<file path="src/rtl/amplitude_scaler.sv">
// Registered amplitude scaler: attenuates each sample by 2^-cur_sel, either toward zero
// or toward mid-scale, and ramps cur_sel one step per RAMP_DIV accepted samples.
module amplitude_scaler #(
  parameter int WIDTH    = 8,
  parameter int SEL_W    = 3,
  parameter int RAMP_DIV = 16,
  parameter int CENTERED = 0
) (
  input  logic             clk,
  input  logic             rst,
  input  logic             in_valid,
  input  logic [WIDTH-1:0] data_in,
  input  logic [SEL_W-1:0] amp_sel,
  output logic             out_valid,
  output logic [WIDTH-1:0] data_out,
  output logic [SEL_W-1:0] cur_sel,
  output logic             busy
);

  localparam int               CNT_W    = (RAMP_DIV > 1) ? $clog2(RAMP_DIV) : 1;
  localparam logic [CNT_W-1:0] CNT_LAST = CNT_W'(RAMP_DIV - 1);
  localparam logic [WIDTH-1:0] MID      = {1'b1, {(WIDTH-1){1'b0}}};

  typedef enum logic {
    ST_STEADY,
    ST_RAMP
  } state_t;

  // Offset-binary: flipping the MSB converts to/from two's complement, so the
  // arithmetic shift moves the sample toward mid-scale and can never wrap.
  function automatic logic [WIDTH-1:0] scale_sample(input logic [WIDTH-1:0] x,
                                                    input logic [SEL_W-1:0] sh);
    logic signed [WIDTH-1:0] d;
    logic [WIDTH-1:0]        res;
    d = $signed(x ^ MID);
    if (CENTERED != 0) begin
      res = $unsigned(d >>> sh) ^ MID;
    end else begin
      res = x >> sh;
    end
    return res;
  endfunction

  logic             r_vld_p1;
  logic [WIDTH-1:0] r_data_p1;
  logic [SEL_W-1:0] r_cur_sel;
  logic [CNT_W-1:0] r_cnt;

  state_t           w_state;
  logic             w_step_up;
  logic [SEL_W-1:0] w_cur_sel_nxt;
  logic [CNT_W-1:0] w_cnt_nxt;

  // amp_sel is unregistered, so the state follows the live comparison each cycle;
  // a target that returns to cur_sel drops straight into STEADY and clears the count.
  always_comb begin
    w_state       = (r_cur_sel == amp_sel) ? ST_STEADY : ST_RAMP;
    w_step_up     = (amp_sel > r_cur_sel);
    w_cur_sel_nxt = r_cur_sel;
    w_cnt_nxt     = r_cnt;
    case (w_state)
      ST_STEADY: w_cnt_nxt = '0;
      ST_RAMP: begin
        if (in_valid) begin
          if (r_cnt == CNT_LAST) begin
            w_cnt_nxt     = '0;
            w_cur_sel_nxt = w_step_up ? (r_cur_sel + 1'b1) : (r_cur_sel - 1'b1);
          end else begin
            w_cnt_nxt = r_cnt + 1'b1;
          end
        end
      end
      default: w_cnt_nxt = '0;
    endcase
  end

  // Stage p0 -> p1: scale with the pre-update shift, register with its valid
  always_ff @(posedge clk) begin
    if (rst) begin
      r_vld_p1  <= 1'b0;
      r_data_p1 <= '0;
      r_cur_sel <= '0;
      r_cnt     <= '0;
    end else begin
      r_vld_p1  <= in_valid;
      if (in_valid) begin
        r_data_p1 <= scale_sample(data_in, r_cur_sel);
      end
      r_cur_sel <= w_cur_sel_nxt;
      r_cnt     <= w_cnt_nxt;
    end
  end

  assign out_valid = r_vld_p1;
  assign data_out  = r_data_p1;
  assign cur_sel   = r_cur_sel;
  assign busy      = (r_cur_sel != amp_sel);

endmodule

</file>
<file path="config.mk">
export PLATFORM = sky130hd
export DESIGN_NAME = amplitude_scaler
export DESIGN_NICKNAME = d
export VERILOG_FILES = /design/src/rtl/amplitude_scaler.sv
export SDC_FILE = /design/constraint.sdc
export NUM_CORES = 1
export LEC_CHECK = 0
export ABC_AREA = 1
export CAP_MARGIN = 20
export CORE_AREA = 2 2 63 47
export DETAILED_ROUTE_END_ITERATION = 6
export DIE_AREA = 0 0 65 49
export SYNTH_ARGS = -nofsm -noshare
export SYNTH_HDL_FRONTEND = slang
export SYNTH_SLANG_ARGS = --single-unit
</file>
<file path="constraint.sdc">
create_clock -name clk -period 4.6 [get_ports clk]
set_clock_uncertainty 0.2 [all_clocks]
set_input_delay 0.69 -clock clk [delete_from_list [all_inputs] [get_ports clk]]
set_output_delay 0.69 -clock clk [all_outputs]
set_load 0.05 [all_outputs]
</file>
-- Word-level counts from Yosys, hierarchy flattened
Index checks and enable logic that the tools add are counted.
- register bits after elaboration: 16
- input port bits: 14
- logic and storage cells: 20
- add/subtract/negate cells: 3
- order comparisons: 1
- equal/unequal tests: 4
- shift-type cells: 1
- mux-type cells: 5
- bitwise operators: 1
- reduce and logical (&&, ||, !) cells: 1
- operator list (kind ; number):
    $mux 4 ; 2
    $pmux 4 s2 ; 1
    $shr 8x3->8 ; 1
    $add 4x1->4 const B ; 1
    $eq 4x4->1 const B ; 1
    $add 3x1->3 const B ; 1
    $eq 3x3->1 ; 1
    $gt 3x3->1 ; 1
    $mux 3 ; 1
    $ne 3x3->1 ; 1
    $reduce_and 3->1 ; 1
    $sub 3x1->3 const B ; 1
    $ne 2x2->1 const B ; 1
    $mux 1 ; 1
    $not 1->1 ; 1

-- Longest topological paths before layout
Gate-level depths: netlist (run 1).
- word-level depth: 4
- gate-level depth with buffers: 13
- gate-level depth less buffers: 13

-- Least setup slack after synthesis (run 1)
No wires, ideal clock.
- path type: flip-flop to flip-flop
- start: register r_cur_sel[1] (netlist: cur_sel[1])
- end: register r_cur_sel[2] (netlist: cur_sel[2])
- arrival: 2.543 ns
- data required time: 4.285 ns
- path slack: 1.742 ns
- cell stages (with the launch flop): 13
- path buffers: 1
- path through: dfxtp_1 buf_2 inv_1 ha_1 nand3_2 nand2_1 fa_1 inv_1 nand3_1 nand2_1 nor2_1 nor2_1 nor2_1
- cells in the longest elaborated chain, start to end: 3
- elaborated cells between the ends (all ways): 7
- those cells by class: add/sub: 2; order compare: 1; eq/ne: 1; mux: 1; bitwise: 1; reduce/logical: 1
- RTL lines (what ; line ; source):
    start: declaration ; 46 ; logic [SEL_W-1:0] r_cur_sel;
    start signal: assignment ; 89 ; r_cur_sel <= w_cur_sel_nxt;
    parallel branches: the longest is 3 deep, another holds $sub 3x1->3 ; - ;
Parallel ways; which one is timed is not known.
A chain may end at the register's enable or synchronous reset.

-- Worst setup path in the final report (run 1)
- start: input port amp_sel[0]
- end: output port busy
- cells in the longest elaborated chain, start to end: 1
- RTL lines (what ; line ; source):
    start: declaration ; 13 ; input logic [SEL_W-1:0] amp_sel,
    $ne 3x3->1 ; 97 ; assign busy = (r_cur_sel != amp_sel);
    end: declaration ; 17 ; output logic busy
No other way between the ends.

==> impl_metrics.tcl, run 1 <==
set metrics [dict create \
    status "complete, no violations" \
    cpMaxStageDelayCell "clkdlybuf4s50_1" \
    clock_latency_ns 0.25 \
    worst-path-max-fanout 8 \
    ff_latch_area_um2 320 \
    powerDensity_nw_per_um2 265 \
    antenna_found_initial 0 \
    max_freq_ghz 0.298 \
    crit_type "in -> out" \
    viasPerCell 4.74 \
    synth_area_leaders "dfxtp_1 (34%), nand2_1 (16%), nand3_1 (7.9%)" \
    cp_slowest_stage_delay_ns 0.83 \
    p_total_uw 340 \
    syn_to_final_growth_pct 35.3 \
    post-route-drc-count 0 \
    cp-start-kind "input pin" \
    cpMostUsedCell "clkdlybuf4s50_1" \
    maxCapViolations 0 \
    drive_gt1_share_pct 8.59 \
    yosysUniqueCellTypes 26 \
    overflow 0 \
    post_drt_wl_per_cell_um 10.5 \
    finalCritPeriodShare_pct 72.9 \
    dieWidth_um 65 \
    slew_viol_final 0 \
    worstPathRequired_ns 3.71 \
    drt_iter0_markers 27 \
    rsz0062_at_grt "false" \
    htreeDepth 1 \
    antenna_cells 0 \
    period_needed_ns 3.36 \
    multi_input_area_um2 547 \
    totalWireLength_um 2090 \
    swShare_pct 26.8 \
    nets 183 \
    place_congestion 0.805 \
    power_frac_seq_pct 43.6 \
    slew_headroom_pct 65.1 \
    coreArea_um2 2620 \
    arrival_ns 2.47 \
    yosysTopAreaCell "dfxtp_1" \
    setup_viol 0 \
    avgSynthCellArea_um2 6.90 \
    first_pass_iters 4 \
    grt_pass1_vias 861 \
    intPower_uw 249 \
    antenna_left 0 \
    tightest_slew_ns 0.522 \
    path_clk_slew_ns 0.06 \
    combPwrFrac_pct 19.9 \
    min_path_type "reg -> reg" \
    num_io_pins 27 \
    cts_tree "yes" \
    yosysSeqAreaShare_pct 33.9 \
    syn_area_um2 946 \
    initial_core_util_pct 36.1 \
    synth_seq_cells 16 \
    dr_total_vias 943 \
    ctsHoldBuffers 0 \
    p_switching_uw 90.9 \
    cts_sinks 16 \
    cts.repair.resized 0 \
    cts_buffers 3 \
    hpwl_um 1660 \
    rows 16 \
    syn_nets 156 \
    finalHoldViolCount 0 \
    crit_path_end_kind "primary output" \
    path_cells "clkdlybuf4s50_1, inv_1, ha_1, nand3_2, clkdlybuf4s50_1" \
    grt_pass1_wl_um 3710 \
    postCtsSetupBuffers 0 \
    clockBufferDepth 2 \
    io_buffers 26 \
    cts_root_buffer "clkbuf_8" \
    p_clk_share_pct 36.5 \
    yosys_warnings 0 \
    die_h_um 49 \
    final.setup.tns_ns 0 \
    grt_use_total_pct 14.9 \
    hold_ws_ns 0.265 \
    placedCellCount 195 \
    cellLeakagePower_uw 0.000534 \
    grt_max_degree 14 \
    dieArea_um2 3190 \
    postSynthCellCount 137 \
    synth_top_area_share_pct 33.9 \
    n_fill_cell 277 \
    ir_drop_v 0.000159 \
    stdcell_count 199 \
]
## power groups by stage
| stage | Combinational [uW] | Sequential [uW] | Clock [uW] |
|---|---|---|---|
| 2_1_floorplan | 26.5 | 166 | 0 |
| 3_5_place_dp | 68.0 | 151 | 0 |
| 3_3_place_gp | 67.5 | 151 | 0 |
| 4_1_cts | 68.2 | 148 | 129 |
| 6_report | 67.6 | 148 | 124 |
| 5_1_grt | 74.4 | 148 | 135 |
## metal layers
| metal | track usage (%) | share of wire, % | vias up |
|---|---|---|---|
| li1 | - | - | 501 |
| met1 | 17.2 | 47 | 420 |
| met2 | 25.3 | 46 | 17 |
| met3 | 5.31 | 5.5 | 5 |
| met4 | 5.67 | 1.6 | 0 |
| met5 | 0 | 0 | - |
## critical path, delay by kind of cell
family                   cells  cell delay [ns]
adder cells (fa/ha/maj)      1             0.29
buffers and inverters        3             1.32
AND/OR/NAND/NOR              1             0.16
## synthesized netlist by cell type
cell type and number:
a21oi_1 11, a22oi_1 1, a31oi_1 2, buf_2 3, buf_6 1, dfxtp_1 16
fa_1 1, ha_1 4, inv_1 11, inv_2 3, nand2_1 40, nand2_2 2
nand3_1 15, nand3_2 2, nand4_1 2, nor2_1 7, nor2_2 1, nor2_4 1
o21a_1 1, o21ai_0 4, o21ai_1 3, o21ai_2 1, or2_0 2, or2_1 1
xnor2_1 1, xor2_1 1
## cell usage in the layout, fill, tap and decap left out, drive strengths merged
cell type / count
dfxtp: 16
nor2: 9
o21ai: 8
a31oi: 2
clkdlybuf4s50: 26
nand4: 2
inv: 14
clkbuf: 4
or2: 3
nand3: 17
xor2: 1
a22oi: 1
fa: 1
nand2: 42
ha: 4
a21oi: 11
xnor2: 1
o21a: 1
## path summary, 6_finish.rpt
path	from	endpoint	slack [ns]	cells past startpoint
worst max register to register	cur_sel[1]	cur_sel[2]	2.06	12
worst max-delay path	amp_sel[0]	busy	1.24	5
worst min register to register	data_out[6]	data_out[6]	0.26	2
worst min-delay path	data_out[6]	data_out[6]	0.26	2
## registers in the layout, summed over array words and instances, names as in the netlist
name,flops
r_cnt,4
data_out,8
cur_sel,3
out_valid,1
## metrics by stage
stage / instance area, um^2 / worst slack [ns] / util (%)
global placement: 1220 / 1.25 / 46.7
detailed placement: 1220 / 1.24 / 46.7
global route: 1280 / 1.19 / 48.8
floorplan: 946 / 1.74 / -
CTS: 1280 / 1.23 / 48.8
finish: 1280 / 1.24 / 48.8
## kinds of logic after synthesis
family	synth area share (%)
XOR/XNOR	1.85
AND/OR/NAND/NOR	35.2
adder cells (fa/ha/maj)	7.41
flip-flops	33.9
AO/OA/AOI/OAI	13.4
buffers and inverters	8.33
## layout make-up
class                           count  area share, %
Multi-Input combinational cell    103           42.7
Sequential cell                    16           25.0
Clock buffer                        4           4.30
Timing Repair Buffer               26           20.3
Tap cell                           36           3.52
Inverter                           14           4.11
(Power assumes the default switching activity.)
==> run 2: changes to the inputs <==
==> constraint.sdc (replaced) <==
create_clock -name clk -period 3.1 [get_ports clk]
set_clock_uncertainty 0.2 [all_clocks]
set_input_delay 0.465 -clock clk [delete_from_list [all_inputs] [get_ports clk]]
set_output_delay 0.465 -clock clk [all_outputs]
set_load 0.05 [all_outputs]
==> impl_metrics.tcl, run 2 (same netlist as run 1, synthesis figures left out) <==
set metrics [dict create \
    status "complete, no violations" \
    hold_ws_ns 0.265 \
    post_dp_cell_area_um2 1230 \
    io_buffers 26 \
    pre_cts_ws_ns 0.455 \
    clockBufferDepth 2 \
    num_io_pins 27 \
    antenna_cells 0 \
    finalCritPeriodShare_pct 77.2 \
    initial_core_util_pct 36.1 \
    postCtsSetupBuffers 0 \
    place_congestion 0.832 \
    crit_buf_inv 1 \
    dieWidth_um 65 \
    rsz0062_at_grt "false" \
    max_freq_ghz 0.418 \
    clock_latency_ns 0.24 \
    ff2ff_path_depth 12 \
    ctsHoldBuffers 0 \
    setup_viol 0 \
    use_met2_pct 26.3 \
    fin_ws_ns 0.706 \
    die_h_um 49 \
    p_clk_share_pct 32.3 \
    cp_slowest_stage_delay_ns 0.89 \
    rows 16 \
    min_path_type "reg -> reg" \
    dr_total_vias 964 \
    slew_headroom_pct 66.6 \
    final_cell_mix "nand2_1 (40), clkdlybuf4s50_1 (25), dfxtp_1 (16)" \
    tightest_slew_ns 0.499 \
    cpMaxStageDelayCell "clkdlybuf4s50_1" \
    htreeDepth 1 \
    grtUsageMet1_pct 17.9 \
    cp-start-kind "register" \
    antenna_left 0 \
    cellLeakagePower_uw 0.000532 \
    drive_gt1_share_pct 9.20 \
    grt_max_degree 14 \
    crit_type "reg -> out" \
    cts_root_buffer "clkbuf_8" \
    dieArea_um2 3190 \
    placedCellCount 196 \
    cts_tree "yes" \
    crit_path_end_kind "primary output" \
    final_common_cell "nand2_1" \
    grt_most_used_layer "met2" \
    largest_reg_flops 8 \
    overflow 0 \
    cts_buffers 3 \
    antenna_found_initial 0 \
    viasPerCell 4.84 \
    worst-path-max-fanout 13 \
    drt_iter0_markers 22 \
    cp.depth 1 \
    maxCapViolations 0 \
    nets 184 \
    crit_family "buffers and inverters" \
    period_needed_ns 2.39 \
    grt_use_total_pct 15.3 \
    holdPathStages 2 \
    finalHoldViolCount 0 \
    intPower_uw 342 \
    cts_sinks 16 \
    first_pass_iters 5 \
    powerDensity_nw_per_um2 372 \
    stdcell_area_um2 1270 \
    swShare_pct 27.7 \
    path_cells "clkdlybuf4s50_1" \
    syn_to_final_growth_pct 34.4 \
    path_clk_slew_ns 0.06 \
    worstPathRequired_ns 2.43 \
    combPwrFrac_pct 21.2 \
    post_drt_wl_per_cell_um 11.2 \
    slew_viol_final 0 \
    final.setup.tns_ns 0 \
    p_switching_uw 131 \
    arrival_ns 1.73 \
    hpwl_um 1760 \
    stdcell_count 199 \
    gr-usage-met3_pct 6.00 \
    totalWireLength_um 2220 \
    cts.repair.resized 0 \
    post-route-drc-count 0 \
    grt_pass1_vias 884 \
    ir_drop_v 0.000265 \
    coreArea_um2 2620 \
    grt_pass1_wl_um 3780 \
    power_frac_seq_pct 46.4 \
]
run 2: changes by cell type in the layout (fill, tap and decap cells not counted):
cell,previous run,this run
clkdlybuf4s50_1,26,25
clkbuf_8,4,3
buf_4,0,2
run 2: per-stage QoR:
stage                     power [uW]  utilization [%]
after floorplan                  286                -
after global placement           324             46.9
after detailed placement         326             46.9
after CTS                        482             48.5
after global routing             501             48.5
final                            473             48.5
run 2: final cells by class:
type	count	area, um^2
multi-input combinational	103	547
fill	283	1350
inverter	14	52.6
timing repair buffer	27	265
sequential	16	320
tap	36	45.0
clock buffer	3	41.3
run 2: routing by layer:
layer | routed length [um] | share of wire, %
met5 | 0 | 0
met2 | 1070 | 48
met4 | 13 | 0.59
met3 | 104 | 4.7
met1 | 1030 | 46
run 2: power groups by stage:
stage	combinational [uW]	sequential [uW]	clock, uW
floorplan	39.3	246	0
global placement	99.9	224	0
detailed placement	101	224	0
CTS	101	220	161
global route	111	221	169
finish	100	220	153
run 2: path summary, 6_finish.rpt:
| kind | slack (ns) | endpoint | start |
|---|---|---|---|
| worst max-delay path | 0.71 | cur_sel[0] | cur_sel[0] |
| worst min-delay path | 0.27 | data_out[5] | data_out[5] |
| worst max register to register | 0.78 | cur_sel[2] | cur_sel[2] |
| worst min register to register | 0.27 | data_out[5] | data_out[5] |
